--- src/rtl/muntjac_fpu_sticky_shifter.sv ---
// Pipelined bidirectional shifter for the FPU datapath.
// Right shifts jam every bit shifted out into the LSB (sticky). Left shifts
// zero-fill and raise overflow when a one is lost. The log-shifter steps are
// spread evenly over the pipeline stages, and each stage register carries its
// own valid bit under a valid/ready handshake.
module muntjac_fpu_sticky_shifter #(
  parameter int DataWidth  = 64,
  parameter int ShiftWidth = 7,
  parameter int Stages     = 2,
  parameter int TagWidth   = 4
) (
  input  logic                  clk_i,
  input  logic                  rst_ni,
  input  logic                  flush_i,
  input  logic                  in_valid_i,
  output logic                  in_ready_o,
  input  logic                  dir_i,
  input  logic [DataWidth-1:0]  data_i,
  input  logic [ShiftWidth-1:0] shift_i,
  input  logic [TagWidth-1:0]   tag_i,
  output logic                  out_valid_o,
  input  logic                  out_ready_i,
  output logic [DataWidth-1:0]  data_o,
  output logic                  overflow_o,
  output logic [TagWidth-1:0]   tag_o
);

  localparam logic [DataWidth-1:0] all_ones = '1;

  // Per-stage pipeline registers (index Stages-1 is the output stage).
  logic [Stages-1:0]                 valid_reg;
  logic [Stages-1:0]                 sat_reg;
  logic [Stages-1:0]                 acc_reg;
  logic [Stages-1:0]                 dir_reg;
  logic [Stages-1:0][DataWidth-1:0]  data_reg;
  logic [Stages-1:0][ShiftWidth-1:0] shift_reg;
  logic [Stages-1:0][TagWidth-1:0]   tag_reg;

  // Values each stage's logic produces for its own register.
  logic [Stages-1:0]                 sat_next;
  logic [Stages-1:0]                 acc_next;
  logic [Stages-1:0]                 dir_next;
  logic [Stages-1:0][DataWidth-1:0]  data_next;
  logic [Stages-1:0][ShiftWidth-1:0] shift_next;
  logic [Stages-1:0][TagWidth-1:0]   tag_next;

  logic [Stages-1:0] advance;
  logic [Stages-1:0] load;

  for (genvar gi = 0; gi < Stages; gi++) begin : g_stage
    logic [DataWidth-1:0]  stage_data;
    logic [ShiftWidth-1:0] stage_shift;
    logic [TagWidth-1:0]   stage_tag;
    logic                  stage_sat;
    logic                  stage_acc;
    logic                  stage_dir;
    logic [DataWidth-1:0]  work_data;
    logic                  work_acc;

    if (gi == 0) begin : g_head
      // Saturation is resolved once here: the operand collapses to zero and
      // its OR becomes the accumulator, so later steps only see zeros.
      always_comb begin
        stage_sat   = (32'(shift_i) >= DataWidth);
        stage_dir   = dir_i;
        stage_shift = shift_i;
        stage_tag   = tag_i;
        stage_data  = stage_sat ? '0 : data_i;
        stage_acc   = stage_sat & (|data_i);
      end
    end else begin : g_body
      // Later stages continue from the previous stage register.
      always_comb begin
        stage_sat   = sat_reg[gi-1];
        stage_dir   = dir_reg[gi-1];
        stage_shift = shift_reg[gi-1];
        stage_tag   = tag_reg[gi-1];
        stage_data  = data_reg[gi-1];
        stage_acc   = acc_reg[gi-1];
      end
    end

    // Apply the binary steps owned by this stage, collecting lost bits.
    always_comb begin
      work_data = stage_data;
      work_acc  = stage_acc;
      for (int j = 0; j < ShiftWidth; j++) begin
        if (((j * Stages) / ShiftWidth) == gi && !stage_sat && stage_shift[j]) begin
          if (stage_dir) begin
            work_acc  = work_acc | (|(work_data & ~(all_ones >> (1 << j))));
            work_data = work_data << (1 << j);
          end else begin
            work_acc  = work_acc | (|(work_data & ~(all_ones << (1 << j))));
            work_data = work_data >> (1 << j);
          end
        end
      end
      // Right mode folds the sticky into bit 0 on the way to the output
      // stage; the accumulator then doubles as the (zero) overflow flag.
      if (gi == Stages - 1 && !stage_dir) begin
        work_data[0] = work_data[0] | work_acc;
        work_acc     = 1'b0;
      end
    end

    assign data_next[gi]  = work_data;
    assign acc_next[gi]   = work_acc;
    assign sat_next[gi]   = stage_sat;
    assign dir_next[gi]   = stage_dir;
    assign shift_next[gi] = stage_shift;
    assign tag_next[gi]   = stage_tag;
  end

  // Advance chain from the output back to the input, plus per-stage loads.
  always_comb begin
    advance = '0;
    load    = '0;
    advance[Stages-1] = valid_reg[Stages-1] & out_ready_i;
    for (int i = Stages - 2; i >= 0; i--) begin
      advance[i] = valid_reg[i] & (~valid_reg[i+1] | advance[i+1]);
    end
    load[0] = in_valid_i & (~valid_reg[0] | advance[0]);
    for (int i = 1; i < Stages; i++) begin
      load[i] = advance[i-1];
    end
  end

  assign in_ready_o = ~valid_reg[0] | advance[0];

  // Stage registers: flush beats load, load beats drain.
  always_ff @(posedge clk_i or negedge rst_ni) begin
    if (!rst_ni) begin
      valid_reg <= '0;
      sat_reg   <= '0;
      acc_reg   <= '0;
      dir_reg   <= '0;
      data_reg  <= '0;
      shift_reg <= '0;
      tag_reg   <= '0;
    end else begin
      for (int i = 0; i < Stages; i++) begin
        if (flush_i) begin
          valid_reg[i] <= 1'b0;
        end else if (load[i]) begin
          valid_reg[i] <= 1'b1;
          sat_reg[i]   <= sat_next[i];
          acc_reg[i]   <= acc_next[i];
          dir_reg[i]   <= dir_next[i];
          data_reg[i]  <= data_next[i];
          shift_reg[i] <= shift_next[i];
          tag_reg[i]   <= tag_next[i];
        end else if (advance[i]) begin
          valid_reg[i] <= 1'b0;
        end
      end
    end
  end

  assign out_valid_o = valid_reg[Stages-1];
  assign data_o      = data_reg[Stages-1];
  assign overflow_o  = acc_reg[Stages-1];
  assign tag_o       = tag_reg[Stages-1];

  // Bookkeeping fields of the output stage have no consumer.
  logic unused_tail;
  assign unused_tail = ^{shift_reg[Stages-1], sat_reg[Stages-1], dir_reg[Stages-1]};

endmodule

--- config.mk ---
export PLATFORM = sky130hd
export DESIGN_NAME = muntjac_fpu_sticky_shifter
export DESIGN_NICKNAME = d
export VERILOG_FILES = /design/src/rtl/muntjac_fpu_sticky_shifter.sv
export SDC_FILE = /design/constraint.sdc
export NUM_CORES = 1
export LEC_CHECK = 0
export ABC_AREA = 1
export CAP_MARGIN = 20
export CORE_ASPECT_RATIO = 0.7
export CORE_MARGIN = 1.5
export CORE_UTILIZATION = 40
export CTS_CLUSTER_SIZE = 12
export DETAILED_ROUTE_END_ITERATION = 10
export PLACE_DENSITY_LB_ADDON = 0.05
export SLEW_MARGIN = 15
export SYNTH_ARGS = -nofsm -noshare
export SYNTH_HDL_FRONTEND = slang
export SYNTH_SLANG_ARGS = --single-unit
--- constraint.sdc ---
create_clock -name clk_i -period 2.1 [get_ports clk_i]
set_clock_uncertainty 0.05 [all_clocks]
set_input_delay 0.42 -clock clk_i [delete_from_list [all_inputs] [get_ports clk_i]]
set_output_delay 0.42 -clock clk_i [all_outputs]
set_load 0.01 [all_outputs]
==> metrics.md <==
| Metric | Value |
|---|---|
| Reg-to-Reg Start | `sat_reg[0]` |
| Die X | `218 microns` |
| Hold path startpoint | `data_o[10]` |
| Post-DRT Antenna Nets | `0` |
| Failing checks | `negative setup slack` |
| RSZ-0062 raised after global routing | `true` |
| Clock share of power | `0.213` |
| Slowest stage delay, CP | `0.41 ns` |
| P_int | `0.00874 W` |
| Initial detailed-routing violation count | `roughly 3000` |
| Post-DP HPWL | `47.5 mm` |
| Worst min-delay path category | `register to register` |
| Min Tclk post-route | `2.43 ns` |
| Max-slew violation count | `0` |
| Required time worst endpoint | `around 2.4 ns` |
| Sw Pwr | `0.00591 W` |
| Cell variety after synth | `32` |
| Die area | `33600 sq um` |
| # H-tree levels | `4` |
| Global-route wire length before repair | `94.8 mm` |
| Least-Margin Pin Slew | `0.697 ns` |
| CTS tree | `done` |
| Worst hold path depth | `2` |
| Total GRT Usage | `0.368` |
| Sequential power share | `0.271` |
| VDD IR max | `0.507 mV` |
| Final Non-Filler Cells | `3272` |
| Placer Congestion | `approximately 0.98` |
| Max_slew headroom | `0.535` |
| Power per cell area | `700 nW/um^2` |
| Peak Freq | `between 400 and 500 MHz` |
| Comb pwr share | `0.516` |
| Most frequent CP cell | `nand2_1` |
| Switching Fraction | `0.403` |
| Post-synthesis sequential area ratio | `0.279` |
| Fin nets | `2921` |
| Row Count | `54` |
| Leakage | `10.6 nW` |
| Number of global-route vias before repair | `16300` |
| # diodes | `0` |
| CTS Buf Count | `17` |
| Largest net degree at the start of global routing | `around 70` |
| Cell Area, Synth | `13000 sq um` |
| Setup TNS | `-0.654 ns` |
| WS Path Type | `register to register` |
| Synthesis Warnings | `0` |
| Hold_ws | `~0.43 ns` |
| Worst setup margin | `-0.329 ns` |
| Total Wirelength | `64.6 mm` |
| Initial antenna violation count | `1` |
| R2R setup slack | `-0.33 ns` |
| Overflow after GRT | `0` |
| Worst path arrival time | `2.74 ns` |
| Residual DRC | `0` |
| Final cycle utilization of the critical path | `1.16` |
| RR Endpoint | `data_o[0]` |
| Fillers | `between 2000 and 3000` |
| CP Cell Sequence | `inv_2, buf_6, nand2_8, nor2_4, buf_12, buf_12, nand3_1, nand2_2, nor2_1, nand2_1, nor2_1, nand2_1, nor2_1, buf_4, nand2_4, nand2_1, nand2_1, nand2_1, a21oi_1` |
| Wire per inst | `about 20 microns` |
| Clock Pin Slew Worst Setup and Hold Paths | `0.06 ns` |
| Initial Util | `0.412` |
| Area grow syn2layout | `61.2%` |
| CTS sink cnt | `around 150` |
| CP startpoint kind | `register` |
| Die Span Y | `about 150 microns` |
| Slowest stage cell, crit path | `dfrtp_1` |
| Post-layout util | `0.663` |
| Commonest non-fill, non-tap cell in the layout | `nand2_1` |
| Drt first pass iters | `6` |
| Most frequent cells in the layout | `982 x nand2_1, 410 x buf_4, 182 x inv_1, 182 x nand3_1, 143 x dfrtp_1` |
| Share of cells above drive strength 1 | `0.286` |
| Core area | `31600 sq um` |
| Critical Path Fanout Max | `8` |
| Max-cap violations | `0` |
| DR vias/cell | `between 5 and 6` |
| Cell Count Post-Placement | `3192` |
| Top-Level Pins | `between 150 and 200` |
| Synth Register Bits | `145` |
| Mean cell area of the mapped netlist | `5.59 sq um` |
| Critical Path End Type | `register` |
| Final hold violation count | `0` |
| Worst Hold Path EP | `data_o[10]` |
| Overall Power | `0.0146 W` |
| Worst skew pair latency | `about 0.44 ns` |
| Syn Nets | `2403` |
| PortBufs | `about 150` |
| Vias | `18200` |
| Cell count after synthesis | `2322` |
| Max Buffers Root-to-Sink | `2` |
| Root cell of the clock tree | `clkbuf_16` |
| FF-to-FF path depth | `19` |
| Setup violators final | `3` |
| Outcome | `finished, violations left` |
==> per-stage QoR <==
stage / cell area [sq um] / setup slack, ns
3_3_place_gp: 18200 / -1.04
2_1_floorplan: 13000 / 0.153
3_5_place_dp: 18200 / -1.08
6_report: 20900 / -0.329
5_1_grt: 20900 / -0.457
4_1_cts: 19500 / -0.243
==> metal layers <==
metal / wire, microns / vias to the layer above / GRT usage
met5: 0 / - / 0
met4: 478 / 0 / 0.0525
li1: - / 8498 / -
met2: 25000 / 1107 / 0.481
met1: 28400 / 8578 / 0.551
met3: 10700 / 51 / 0.166
==> cell families (layout without fill, tap and decap cells) <==
family,count (synthesis),after routing,synth area share
flip-flops,145,145,0.279
AO/OA/AOI/OAI,293,293,0.127
buffers and inverters,337,866,0.106
AND/OR/NAND/NOR,1547,1548,0.488
==> power groups by stage <==
stage | clock network, W | logic, W | registers (W)
after floorplan | 0 | 0.00269 | 0.00392
after global routing | 0.00325 | 0.00811 | 0.00401
after detailed placement | 0 | 0.00647 | 0.00396
final | 0.00312 | 0.00755 | 0.00397
after global placement | 0 | 0.00640 | 0.00395
after CTS | 0.00315 | 0.00680 | 0.00392
==> worst max-delay path by stage <==
stage,from,endpoint,slack [ns],cells after the start
6_report,sat_reg[0],data_o[0],-0.33,19
5_1_grt,sat_reg[0],acc_reg[1],-0.46,20
4_1_cts,sat_reg[0],acc_reg[1],-0.24,18
3_5_place_dp,shift_i[0],g_stage[1].stage_data[45],-1.08,13
3_3_place_gp,shift_i[6],g_stage[1].stage_data[13],-1.04,14
2_1_floorplan,shift_i[0],g_stage[1].stage_data[29],0.15,14
==> cells in the mapped netlist, drive strengths merged <==
| master | number | area (sq um) |
|---|---|---|
| buf | 80 | 405 |
| a41oi | 2 | 17.5 |
| o21ai | 143 | 716 |
| and2 | 1 | 6.26 |
| dfrtp | 145 | 3630 |
| a21oi | 83 | 415 |
| o211ai | 1 | 7.51 |
| clkbuf | 65 | 245 |
| nor3 | 2 | 10.0 |
| nor3b | 1 | 7.51 |
| nand3 | 283 | 1420 |
| a31oi | 16 | 100 |
| nand2 | 1065 | 4010 |
| nor4 | 18 | 113 |
| a22oi | 36 | 270 |
| nand3b | 1 | 7.51 |
| or2 | 1 | 6.26 |
| inv | 192 | 721 |
| nand4 | 30 | 188 |
| o221ai | 12 | 118 |
| nor2 | 145 | 579 |
==> what timing repair did <==
item,in CTS,in global routing
endpoints found under the hold margin,43,0
hold buffers,1,0
pin swaps,19,54
buffers inserted,6,26
gates resized for setup,136,242
setup endpoints to repair,68,58
cloned,6,11
==> worst max-delay path, delay by kind of cell, from the launching register on <==
kind / cells / cell delay (ns)
simple gates: 13 / 1.06
buf+inv: 5 / 0.71
flops: 1 / 0.41
compound gates: 1 / 0.12
==> layout make-up <==
type                            instances  area (sq um)  share of cell area
Timing Repair Buffer                  643          6180               0.295
Multi-Input combinational cell       1841          9280               0.443
Clock buffer                           23           488              0.0233
Tap cell                              420           526              0.0251
Inverter                              192           726              0.0347
Sequential cell                       145          3630               0.173
Clock inverter                          8           103             0.00490
Power figures use the tool's default switching activity.
